**config.mk**
```make
export PLATFORM = sky130hd
export DESIGN_NAME = axi4_lite_slave_mem
export DESIGN_NICKNAME = d
export VERILOG_FILES = /design/src/rtl/axi4_lite_slave_mem_pkg.sv /design/src/rtl/axi_wait_timer.sv /design/src/rtl/axi4_lite_slave_mem.sv
export SDC_FILE = /design/constraint.sdc
export NUM_CORES = 1
export LEC_CHECK = 0
export CAP_MARGIN = 20
export CORE_ASPECT_RATIO = 1.75
export CORE_MARGIN = 5
export CORE_UTILIZATION = 41
export CTS_CLUSTER_SIZE = 28
export DETAILED_ROUTE_END_ITERATION = 16
export GPL_ROUTABILITY_DRIVEN = 0
export SLEW_MARGIN = 10
export SYNTH_ARGS = -nofsm -noshare
export SYNTH_HDL_FRONTEND = slang
export SYNTH_SLANG_ARGS = --single-unit
```
**constraint.sdc**
```tcl
create_clock -name clk -period 2.8 [get_ports clk]
set_clock_uncertainty 0.05 [all_clocks]
set_input_delay 0.56 -clock clk [delete_from_list [all_inputs] [get_ports clk]]
set_output_delay 0.56 -clock clk [all_outputs]
set_load 0.02 [all_outputs]
```
**src/rtl/axi4_lite_slave_mem_pkg.sv**
```systemverilog
`default_nettype none
// ============================================================================
// Module      : axi4_lite_slave_mem_pkg
// Description : Shared response codes, channel FSM state types and the
//               address range helper for the AXI4-Lite slave memory.
// Revision    : 1.0 - initial release
// ============================================================================
package axi4_lite_slave_mem_pkg;

  localparam logic [1:0] RESP_OKAY   = 2'b00;
  localparam logic [1:0] RESP_SLVERR = 2'b10;

  typedef enum logic [1:0] {
    W_COLLECT = 2'd0,
    W_WAIT    = 2'd1,
    W_RESP    = 2'd2
  } wr_state_t;

  typedef enum logic [1:0] {
    R_IDLE = 2'd0,
    R_WAIT = 2'd1,
    R_RESP = 2'd2
  } rd_state_t;

  // True when base <= addr < base + span. Arguments are widened to 64 bits
  // so the upper bound cannot wrap for any supported address width.
  function automatic logic addr_in_range(input logic [63:0] addr,
                                         input logic [63:0] base,
                                         input logic [63:0] span);
    return (addr >= base) && ((addr - base) < span);
  endfunction

endpackage
`default_nettype wire

```
**src/rtl/axi_wait_timer.sv**
```systemverilog
`default_nettype none
// ============================================================================
// Module      : axi_wait_timer
// Description : 4-bit load/countdown timer. Loading value N raises done for
//               exactly one cycle, N clock edges after the load edge.
// Ports       : clk, rst_n   - clock, asynchronous active-low reset
//               load         - load load_val and start counting
//               load_val     - number of edges to wait after the load edge
//               done         - one-cycle pulse when the count expires
// Revision    : 1.0 - initial release
// ============================================================================
module axi_wait_timer (
  input  logic       clk,
  input  logic       rst_n,
  input  logic       load,
  input  logic [3:0] load_val,
  output logic       done
);

  logic [3:0] count_q, count_d;
  logic       running_q, running_d;

  always_comb begin
    count_d   = count_q;
    running_d = running_q;
    if (load) begin
      count_d   = load_val;
      running_d = 1'b1;
    end else if (running_q) begin
      if (count_q == 4'd0) begin
        running_d = 1'b0;
      end else begin
        count_d = count_q - 4'd1;
      end
    end
  end

  always_ff @(posedge clk or negedge rst_n) begin
    if (!rst_n) begin
      count_q   <= 4'd0;
      running_q <= 1'b0;
    end else begin
      count_q   <= count_d;
      running_q <= running_d;
    end
  end

  assign done = running_q && (count_q == 4'd0);

endmodule
`default_nettype wire

```
**src/rtl/axi4_lite_slave_mem.sv**
```systemverilog
`default_nettype none
// ============================================================================
// Module      : axi4_lite_slave_mem
// Description : AXI4-Lite slave backed by a word-addressed register array.
//               Independent write (AW/W in any order, byte strobes) and read
//               channels, programmable response wait states, SLVERR on
//               out-of-range addresses, write-done and error counters.
// Ports       : clk, rst_n                - clock, async active-low reset
//               aw*/w*/b*                 - AXI4-Lite write channels
//               ar*/r*                    - AXI4-Lite read channels
//               wr_done_count             - completed B handshakes (wraps)
//               err_count                 - SLVERR responses (saturates)
// Revision    : 1.0 - initial release
// ============================================================================
module axi4_lite_slave_mem
  import axi4_lite_slave_mem_pkg::*;
#(
  parameter int                    ADDR_WIDTH  = 32,
  parameter int                    DATA_WIDTH  = 32,
  parameter int                    DEPTH       = 16,
  parameter logic [ADDR_WIDTH-1:0] BASE_ADDR   = 32'h0000_1000,
  parameter int                    WAIT_CYCLES = 0
) (
  input  logic                      clk,
  input  logic                      rst_n,
  input  logic [ADDR_WIDTH-1:0]     awaddr,
  input  logic                      awvalid,
  output logic                      awready,
  input  logic [DATA_WIDTH-1:0]     wdata,
  input  logic [DATA_WIDTH/8-1:0]   wstrb,
  input  logic                      wvalid,
  output logic                      wready,
  output logic [1:0]                bresp,
  output logic                      bvalid,
  input  logic                      bready,
  input  logic [ADDR_WIDTH-1:0]     araddr,
  input  logic                      arvalid,
  output logic                      arready,
  output logic [DATA_WIDTH-1:0]     rdata,
  output logic [1:0]                rresp,
  output logic                      rvalid,
  input  logic                      rready,
  output logic [15:0]               wr_done_count,
  output logic [15:0]               err_count
);

  localparam int          STRB_WIDTH = DATA_WIDTH / 8;
  localparam int          LSB        = $clog2(STRB_WIDTH);
  localparam int          IDX_W      = $clog2(DEPTH);
  localparam logic [63:0] SPAN       = 64'(DEPTH * STRB_WIDTH);
  // The read path waits WAIT_CYCLES edges after the AR edge before sampling;
  // the write path has already spent one edge on the commit, so it waits one
  // fewer (only used when WAIT_CYCLES > 0).
  localparam logic [3:0]  RD_LOAD    = 4'(WAIT_CYCLES);
  localparam logic [3:0]  WR_LOAD    = 4'((WAIT_CYCLES > 0) ? (WAIT_CYCLES - 1) : 0);

  // --------------------------------------------------------------------------
  // State
  // --------------------------------------------------------------------------
  wr_state_t               wr_state_q, wr_state_d;
  logic                    aw_held_q, aw_held_d;
  logic                    w_held_q, w_held_d;
  logic [ADDR_WIDTH-1:0]   awaddr_q, awaddr_d;
  logic [DATA_WIDTH-1:0]   wdata_q, wdata_d;
  logic [STRB_WIDTH-1:0]   wstrb_q, wstrb_d;
  logic                    awready_q, awready_d;
  logic                    wready_q, wready_d;
  logic                    bvalid_q, bvalid_d;
  logic [1:0]              bresp_q, bresp_d;

  rd_state_t               rd_state_q, rd_state_d;
  logic [ADDR_WIDTH-1:0]   araddr_q, araddr_d;
  logic                    arready_q, arready_d;
  logic                    rvalid_q, rvalid_d;
  logic [1:0]              rresp_q, rresp_d;
  logic [DATA_WIDTH-1:0]   rdata_q, rdata_d;

  logic [15:0]             wr_done_count_q, wr_done_count_d;
  logic [15:0]             err_count_q, err_count_d;

  logic [DATA_WIDTH-1:0]   mem_q [DEPTH];
  logic [DATA_WIDTH-1:0]   mem_d [DEPTH];

  // --------------------------------------------------------------------------
  // Address decode
  // --------------------------------------------------------------------------
  logic                    wr_in_range, rd_in_range;
  logic [IDX_W-1:0]        wr_idx, rd_idx;

  assign wr_in_range = addr_in_range(64'(awaddr_q), 64'(BASE_ADDR), SPAN);
  assign rd_in_range = addr_in_range(64'(araddr_q), 64'(BASE_ADDR), SPAN);
  // Byte-offset bits are dropped; the index is only used when in range.
  assign wr_idx = IDX_W'((awaddr_q - BASE_ADDR) >> LSB);
  assign rd_idx = IDX_W'((araddr_q - BASE_ADDR) >> LSB);

  // --------------------------------------------------------------------------
  // Wait timers
  // --------------------------------------------------------------------------
  logic wr_timer_load, wr_timer_done;
  logic rd_timer_load, rd_timer_done;

  axi_wait_timer u_wr_timer (
    .clk      (clk),
    .rst_n    (rst_n),
    .load     (wr_timer_load),
    .load_val (WR_LOAD),
    .done     (wr_timer_done)
  );

  axi_wait_timer u_rd_timer (
    .clk      (clk),
    .rst_n    (rst_n),
    .load     (rd_timer_load),
    .load_val (RD_LOAD),
    .done     (rd_timer_done)
  );

  // --------------------------------------------------------------------------
  // Write channel FSM
  // --------------------------------------------------------------------------
  logic commit;
  logic b_hs;
  logic w_err;

  assign b_hs  = (wr_state_q == W_RESP) && bready;
  assign w_err = b_hs && (bresp_q == RESP_SLVERR);

  always_comb begin
    wr_state_d    = wr_state_q;
    aw_held_d     = aw_held_q;
    w_held_d      = w_held_q;
    awaddr_d      = awaddr_q;
    wdata_d       = wdata_q;
    wstrb_d       = wstrb_q;
    bvalid_d      = bvalid_q;
    bresp_d       = bresp_q;
    commit        = 1'b0;
    wr_timer_load = 1'b0;

    case (wr_state_q)
      W_COLLECT: begin
        if (awvalid && awready_q) begin
          aw_held_d = 1'b1;
          awaddr_d  = awaddr;
        end
        if (wvalid && wready_q) begin
          w_held_d = 1'b1;
          wdata_d  = wdata;
          wstrb_d  = wstrb;
        end
        // Both buffers were filled on earlier edges: commit on this edge.
        if (aw_held_q && w_held_q) begin
          commit  = 1'b1;
          bresp_d = wr_in_range ? RESP_OKAY : RESP_SLVERR;
          if (WAIT_CYCLES == 0) begin
            bvalid_d   = 1'b1;
            wr_state_d = W_RESP;
          end else begin
            wr_timer_load = 1'b1;
            wr_state_d    = W_WAIT;
          end
        end
      end
      W_WAIT: begin
        if (wr_timer_done) begin
          bvalid_d   = 1'b1;
          wr_state_d = W_RESP;
        end
      end
      W_RESP: begin
        if (bready) begin
          bvalid_d   = 1'b0;
          aw_held_d  = 1'b0;
          w_held_d   = 1'b0;
          wr_state_d = W_COLLECT;
        end
      end
      default: begin
        wr_state_d = W_COLLECT;
      end
    endcase

    // Ready outputs are registered from the next-state view of the buffers.
    awready_d = (wr_state_d == W_COLLECT) && !aw_held_d;
    wready_d  = (wr_state_d == W_COLLECT) && !w_held_d;
  end

  // --------------------------------------------------------------------------
  // Read channel FSM
  // --------------------------------------------------------------------------
  logic r_err;

  assign r_err = (rd_state_q == R_RESP) && rready && (rresp_q == RESP_SLVERR);

  always_comb begin
    rd_state_d    = rd_state_q;
    araddr_d      = araddr_q;
    rvalid_d      = rvalid_q;
    rresp_d       = rresp_q;
    rdata_d       = rdata_q;
    rd_timer_load = 1'b0;

    case (rd_state_q)
      R_IDLE: begin
        if (arvalid && arready_q) begin
          araddr_d      = araddr;
          rd_timer_load = 1'b1;
          rd_state_d    = R_WAIT;
        end
      end
      R_WAIT: begin
        // Sampling mem_q (not mem_d) returns pre-write data when a write
        // commits to the same word on this edge.
        if (rd_timer_done) begin
          rvalid_d   = 1'b1;
          rdata_d    = rd_in_range ? mem_q[rd_idx] : '0;
          rresp_d    = rd_in_range ? RESP_OKAY : RESP_SLVERR;
          rd_state_d = R_RESP;
        end
      end
      R_RESP: begin
        if (rready) begin
          rvalid_d   = 1'b0;
          rd_state_d = R_IDLE;
        end
      end
      default: begin
        rd_state_d = R_IDLE;
      end
    endcase

    arready_d = (rd_state_d == R_IDLE);
  end

  // --------------------------------------------------------------------------
  // Memory array with byte-lane write enables
  // --------------------------------------------------------------------------
  always_comb begin
    mem_d = mem_q;
    if (commit && wr_in_range) begin
      for (int b = 0; b < STRB_WIDTH; b++) begin
        if (wstrb_q[b]) begin
          mem_d[wr_idx][8*b +: 8] = wdata_q[8*b +: 8];
        end
      end
    end
  end

  // --------------------------------------------------------------------------
  // Counters: completed writes wrap, errors saturate (both channels may add)
  // --------------------------------------------------------------------------
  logic [16:0] err_sum;

  always_comb begin
    wr_done_count_d = wr_done_count_q + 16'(b_hs);
    err_sum         = {1'b0, err_count_q} + 17'(w_err) + 17'(r_err);
    err_count_d     = err_sum[16] ? 16'hFFFF : err_sum[15:0];
  end

  // --------------------------------------------------------------------------
  // Registers
  // --------------------------------------------------------------------------
  always_ff @(posedge clk or negedge rst_n) begin
    if (!rst_n) begin
      wr_state_q      <= W_COLLECT;
      aw_held_q       <= 1'b0;
      w_held_q        <= 1'b0;
      awaddr_q        <= '0;
      wdata_q         <= '0;
      wstrb_q         <= '0;
      awready_q       <= 1'b1;
      wready_q        <= 1'b1;
      bvalid_q        <= 1'b0;
      bresp_q         <= RESP_OKAY;
      rd_state_q      <= R_IDLE;
      araddr_q        <= '0;
      arready_q       <= 1'b1;
      rvalid_q        <= 1'b0;
      rresp_q         <= RESP_OKAY;
      rdata_q         <= '0;
      wr_done_count_q <= 16'd0;
      err_count_q     <= 16'd0;
      for (int i = 0; i < DEPTH; i++) begin
        mem_q[i] <= '0;
      end
    end else begin
      wr_state_q      <= wr_state_d;
      aw_held_q       <= aw_held_d;
      w_held_q        <= w_held_d;
      awaddr_q        <= awaddr_d;
      wdata_q         <= wdata_d;
      wstrb_q         <= wstrb_d;
      awready_q       <= awready_d;
      wready_q        <= wready_d;
      bvalid_q        <= bvalid_d;
      bresp_q         <= bresp_d;
      rd_state_q      <= rd_state_d;
      araddr_q        <= araddr_d;
      arready_q       <= arready_d;
      rvalid_q        <= rvalid_d;
      rresp_q         <= rresp_d;
      rdata_q         <= rdata_d;
      wr_done_count_q <= wr_done_count_d;
      err_count_q     <= err_count_d;
      mem_q           <= mem_d;
    end
  end

  assign awready       = awready_q;
  assign wready        = wready_q;
  assign bvalid        = bvalid_q;
  assign bresp         = bresp_q;
  assign arready       = arready_q;
  assign rvalid        = rvalid_q;
  assign rresp         = rresp_q;
  assign rdata         = rdata_q;
  assign wr_done_count = wr_done_count_q;
  assign err_count     = err_count_q;

endmodule
`default_nettype wire
```
==> impl_metrics.toml, run 1 <==
[critical_path]
reg2regPathDepth = 7
crit_start = "awaddr_q[22]"
cp.arrival_ns = 3.11
r2r-end = "mem_q[73]"
crit_chain = "nor4_1 -> nand4_1 -> buf_4 -> a2111oi_4 -> buf_12 -> nand2_1 -> mux2_2"
cp_max_fo = 16
crit_path_top_delay_cell = "nor4_1"
r2r_slack_ns = 0.14
r2r-start = "awaddr_q[22]"
required_ns = 3.25
start_kind = "flip-flop"
worst_setup_path_end_kind = "flip-flop"
critical_path_class = "flip-flop to flip-flop"
max_stage_delay_ns = 0.44

[synthesis]
syn_inst = 2052
async_reset_ff_share_pct = 100
synth_edf_count = 0
avgSynthCellArea_um2 = 14.9
synth_cell_types = 53
yosys_warnings = 0
synth-seq-cells = 695
ys.flop_type = "dfrtp_1"
ys_seq_area_share_pct = 57.1
mappedNetlistArea_um2 = 30500

[floorplan]
core_um2 = 73800
ios = 180
die_x_um = 216
start_util_pct = 41.3
die_area_um2 = 80100
fp-row-count = 132
die_h_um = 371

[drt]
wl_per_cell_um = 23.8
viasPerCell = 5.56
drtAntennaViolNets = 0
wirelength_um = 78100
vias = 18200
drt_first_pass_iters = 6
drc_errors = 0
initialDrtViolationCount = 1043

[cells_and_area]
finish.utilization_pct = 49.6
area_growth_pct = 20.1
fillCellCount = 6317
final-seq-area_um2 = 17400
finalNetCount = 2399
multi_input_area_um2 = 12700
final_cell_mix = "690 x dfrtp_1, 318 x mux2_1, 285 x mux2_2"
mostFrequentLayoutCell = "dfrtp_1"
layout-drive-gt1-share_pct = 29.3

[timing]
relSlewSlack_pct = 40.0
slew_violations = 0
tightest_slew_ns = 0.893
hold_viol_final = 0
rsz0062_at_grt = "no"
fin_crit_sh_pct = 95.1
max_freq_mhz = 375
setup_viol = 0
period_needed_ns = 2.66

[global_routing]
grt_usage_pct = 19.9
gr-total-overflow = 0
grt_pass1_vias = 20400
grt_max_degree = 76
grt_antenna_before_repair = 2
grt_pass1_wl_um = 124000

[power_and_ir_drop]
p_leak_nw = 17.4
p_per_area_nw_per_um2 = 759
p_total_mw = 27.8
peakVddDrop_uv = 509

[worst_hold_path]
min_path_type = "flip-flop to flip-flop"
hold_path_depth = 2
hp-start = "rdata[3]"
min_to = "rdata[3]"

[clocking]
path_clk_slew_ns = 0.06
cts_htree_levels = 3
numCtsBuffers = 68
cts_tree = "done"
cts_root_buffer = "clkbuf_16"
cts_buffer_depth = 3
clock-sinks = 695
clock_latency_ns = 0.62

[outcome]
status = "finished clean"

[placed_design]
place_hpwl_um = 52800
port_buffers = 173

[job]
maxCapViolations = 0
[stage by stage]
step / area (µm²) / hold WS (ns) / setup TNS (ns) / setup WS, ns / std cells
finish: 36600 / 0.429 / 0 / 0.136 / 3277
global route: 36600 / 0.444 / 0 / 0.00505 / 3276
CTS: 36600 / 0.410 / 0 / 0.0675 / 3276
detailed placement: 34300 / 0.421 / -62.79 / -0.269 / 3153
global placement: 34300 / 0.416 / -8.99 / -0.120 / 3153
floorplan: 30500 / 0.214 / 0 / 0.253 / 2053
[critical path: cells and delay by family, from the launching register on]
kind            cells  cell delay [ns]
simple gates        3             0.94
flops               1             0.38
mux                 1             0.40
compound gates      1             0.33
buf+inv             2             0.42
[final cells by class]
cell class              count  share of cell area (%)
multi-input cells        1232                    34.6
inverters                  18                   0.185
clock buffers             102                    5.66
repair buffers            271                    8.20
flip-flops and latches    695                    47.6
diodes                      1                 0.00684
well taps                 938                    3.21
clock inverters            20                   0.602
[power breakdown]
part	switching, mW	internal [mW]
Combinational	3.09	2.58
Sequential	1.79	10.9
Clock	3.96	5.43
Total	8.83	19.0
[logic make-up (layout without fill, tap and decap cells)]
group | Yosys count | count (layout) | synth area share (%)
AOI/OAI and AO/OA | 136 | 136 | 3.21
xor gates and xnor gates | 31 | 31 | 0.891
and+or+nand+nor | 325 | 325 | 5.11
buffers and inverters | 126 | 411 | 1.65
DFF | 695 | 695 | 57.1
muxes | 732 | 732 | 31.8
other | 1 | 3 | 0.0123
adders and majority gates | 6 | 6 | 0.271
[how the worst max path moves through the flow]
stage	slack, ns	cells past startpoint	endpoint
6_report	0.14	7	mem_q[73]
5_1_grt	0.005	7	mem_q[77]
4_1_cts	0.07	7	mem_q[492]
3_5_place_dp	-0.27	6	mem_q[492]
3_3_place_gp	-0.12	6	mem_q[488]
2_1_floorplan	0.25	6	mem_q[126]
[cells in the mapped netlist, types with 2 or more instances]
cell type | n | area, µm²
o21ai_0 | 43 | 215
nor2_1 | 37 | 139
nor2b_1 | 4 | 25.0
buf_2 | 5 | 25.0
or2_2 | 2 | 12.5
mux2_2 | 285 | 3210
xor2_1 | 11 | 96.3
nand2_2 | 40 | 250
nor4_1 | 11 | 68.8
nand2_1 | 154 | 578
and4_1 | 3 | 26.3
nand3_1 | 15 | 75.1
mux2_1 | 318 | 3580
mux4_2 | 128 | 2880
nor3_1 | 14 | 70.1
a21oi_1 | 8 | 40.0
nand4_1 | 10 | 62.6
a311oi_1 | 2 | 17.5
buf_1 | 14 | 52.6
o211ai_1 | 2 | 15.0
or3_1 | 3 | 18.8
dfrtp_1 | 692 | 17300
ha_1 | 5 | 62.6
a211oi_1 | 2 | 15.0
and2_1 | 5 | 31.3
clkbuf_1 | 83 | 312
o31ai_1 | 2 | 15.0
nor4bb_1 | 2 | 20.0
nor3b_1 | 3 | 22.5
a22oi_1 | 62 | 465
xnor2_1 | 20 | 175
and3_1 | 8 | 50.1
o21ai_1 | 4 | 20.0
a2111oi_4 | 4 | 110
inv_1 | 18 | 67.6
buf_4 | 6 | 45.0
nor4b_1 | 2 | 17.5
dfstp_2 | 3 | 78.8
nand2b_1 | 8 | 50.1
[sequential cells by signal, indices dropped and copies added (netlist names), 2 cells and up]
name                cells
mem_q                 512
rdata                  32
wdata_q                32
araddr_q               30
awaddr_q               30
err_count              16
wr_done_count          16
u_rd_timer.count_q      4
u_wr_timer.count_q      4
wstrb_q                 4
rd_state_q              2
wr_state_q              2
[what timing repair did]
action / CTS / global route
endpoints found under the setup margin: 512 / 0
resized for setup: 3 / 0
hold buffers: 1 / 0
setup buffers: 0 / 0
hold endpoints to repair: 50 / 0
[metal layers]
layer / wire length [µm] / vias to the layer above / global-route usage [%]
met4: 2010 / 0 / 6.18
met5: 0 / - / 0
met1: 31300 / 9763 / 24.2
met2: 42000 / 336 / 36.4
li1: - / 7997 / -
met3: 2800 / 113 / 2.98
Power figures use the tool's default switching activity.
==> inputs of run 2 (changes only) <==
Settings changed: PLACE_DENSITY set to 0.62, SLEW_MARGIN 10 to 20.
==> impl_metrics.toml, run 2 (synthesis gave the netlist of run 1 again) <==
[power_and_ir_drop]
p_total_mw = 27.4
peakVddDrop_uv = 505
p_leak_nw = 17.3
p_per_area_nw_per_um2 = 755

[cells_and_area]
fin_area_um2 = 36300
largest_register_ffs = 512
area_growth_pct = 19.2
regMostFlops = "mem_q"
layout-drive-gt1-share_pct = 28.6
mostFrequentLayoutCell = "dfrtp_1"
antenna_cells = 0
finalNetCount = 2388
final_cell_mix = "690 x dfrtp_1, 318 x mux2_1, 285 x mux2_2"

[critical_path]
reg2regPathDepth = 7
crit_end = "mem_q[82]"
cp.arrival_ns = 3.13
r2r_slack_ns = 0.11
crit_buf_inv = 2
crit_chain = "nor4_4 -> nand3_1 -> buf_4 -> a2111oi_4 -> buf_12 -> nand2_1 -> mux2_2"
worst-path-stages = 7
cp_max_fo = 16
crit_start = "awaddr_q[19]"
worst_setup_path_end_kind = "flip-flop"
cp_top_family = "simple AND/OR/NAND/NOR gates"
start_kind = "flip-flop"
r2r-start = "awaddr_q[19]"
r2r-end = "mem_q[82]"
max_stage_delay_ns = 0.43
crit_path_top_delay_cell = "a2111oi_4"
critical_path_class = "flip-flop to flip-flop"
required_ns = 3.24

[placed_design]
dp_slack_ns = -0.184
port_buffers = 173
place_hpwl_um = 52100
place_area_um2 = 34100

[drt]
drt_first_pass_iters = 5
wirelength_um = 75400
drtAntennaViolNets = 0
drc_errors = 0
wl_per_cell_um = 23.1
vias = 18000
initialDrtViolationCount = 1109
viasPerCell = 5.52

[job]
maxCapViolations = 0

[timing]
setup_ws_ns = 0.106
fin_crit_sh_pct = 96.2
tightest_slew_ns = 1.18
timing.setup.tns_ns = 0
hold_viol_final = 0
relSlewSlack_pct = 20.4
slew_violations = 0
period_needed_ns = 2.69
max_freq_mhz = 371
setup_viol = 0

[clocking]
cts_tree = "done"
cts_buffer_depth = 3
numCtsBuffers = 68
clock_latency_ns = 0.61
post_cts_buffers = 0
clock-sinks = 695
cts_root_buffer = "clkbuf_16"
cts_htree_levels = 3
path_clk_slew_ns = 0.06

[global_routing]
grt_usage_pct = 19.2
grt_max_degree = 86
grt_pass1_wl_um = 121000
gr-total-overflow = 0
grt_pass1_vias = 20300
grt_antenna_before_repair = 1

[floorplan]
die_x_um = 216
fp-row-count = 132
core_um2 = 73800
start_util_pct = 41.3
die_area_um2 = 80100
die_h_um = 371
ios = 180

[worst_hold_path]
min_path_type = "flip-flop to flip-flop"

[outcome]
status = "finished clean"
run 2: cell count changes in the layout (fill, tap and decap cells not counted), moves of 2 or more:
cell / delta
clkinv_8: +2
buf_4: -3
inv_6: -4
clkbuf_1: +6
clkbuf_8: -9
clkinvlp_4: -2
clkinv_2: +3
buf_12: -8
run 2: worst register-to-register path, cell delays in order (launching register included):
cell,delay [ns]
dfrtp_1,0.40
nor4_4,0.39
nand3_1,0.13
buf_4,0.20
a2111oi_4,0.43
buf_12,0.21
nand2_1,0.35
mux2_2,0.41
run 2: metal layers:
metal	vias up	part of all wire, %	GRT usage [%]
li1	7956	-	-
met1	9562	39	23.1
met2	393	54	35.5
met3	101	4.1	3.14
met4	2	2.2	5.37
met5	-	0.017	0
run 2: report_power, final:
group	switching, mW	total, mW	internal [mW]	leakage (nW)
clock network	3.85	9.13	5.28	1.08
registers	1.79	12.7	10.9	9.44
logic	3.01	5.57	2.55	6.74
run 2: final cells by class:
type / count / area (µm²)
multi-input combinational: 1232 / 12700
timing repair buffer: 260 / 2820
fill: 6332 / 37500
clock buffer: 99 / 1970
sequential: 695 / 17400
inverter: 18 / 67.6
tap: 938 / 1170
clock inverter: 19 / 239
run 2: worst min path at each step:
stage | from | to | slack [ns] | depth (start not counted)
2_1_floorplan | rst_n | araddr_q[10] | 0.21 | 0
3_3_place_gp | wr_done_count[15] | wr_done_count[15] | 0.41 | 1
3_5_place_dp | wr_done_count[15] | wr_done_count[15] | 0.43 | 1
4_1_cts | mem_q[114] | mem_q[114] | 0.44 | 1
5_1_grt | mem_q[336] | mem_q[336] | 0.45 | 1
6_report | rdata[26] | rdata[26] | 0.43 | 2
run 2: timing repair:
action / in CTS / in global routing
gates resized for setup: 1 / 3
endpoints found under the setup margin: 384 / 67
hold buffers: 1 / 0
endpoints found under the hold margin: 39 / 0
pin swaps: 0 / 0
run 2: per-stage QoR:
stage | cells | hold slack [ns] | util [%]
after floorplan | 2053 | 0.214 | -
after global placement | 3142 | 0.414 | 46.2
after detailed placement | 3142 | 0.425 | 46.2
after CTS | 3261 | 0.439 | 49.2
after global routing | 3261 | 0.450 | 49.2
final | 3261 | 0.432 | 49.2
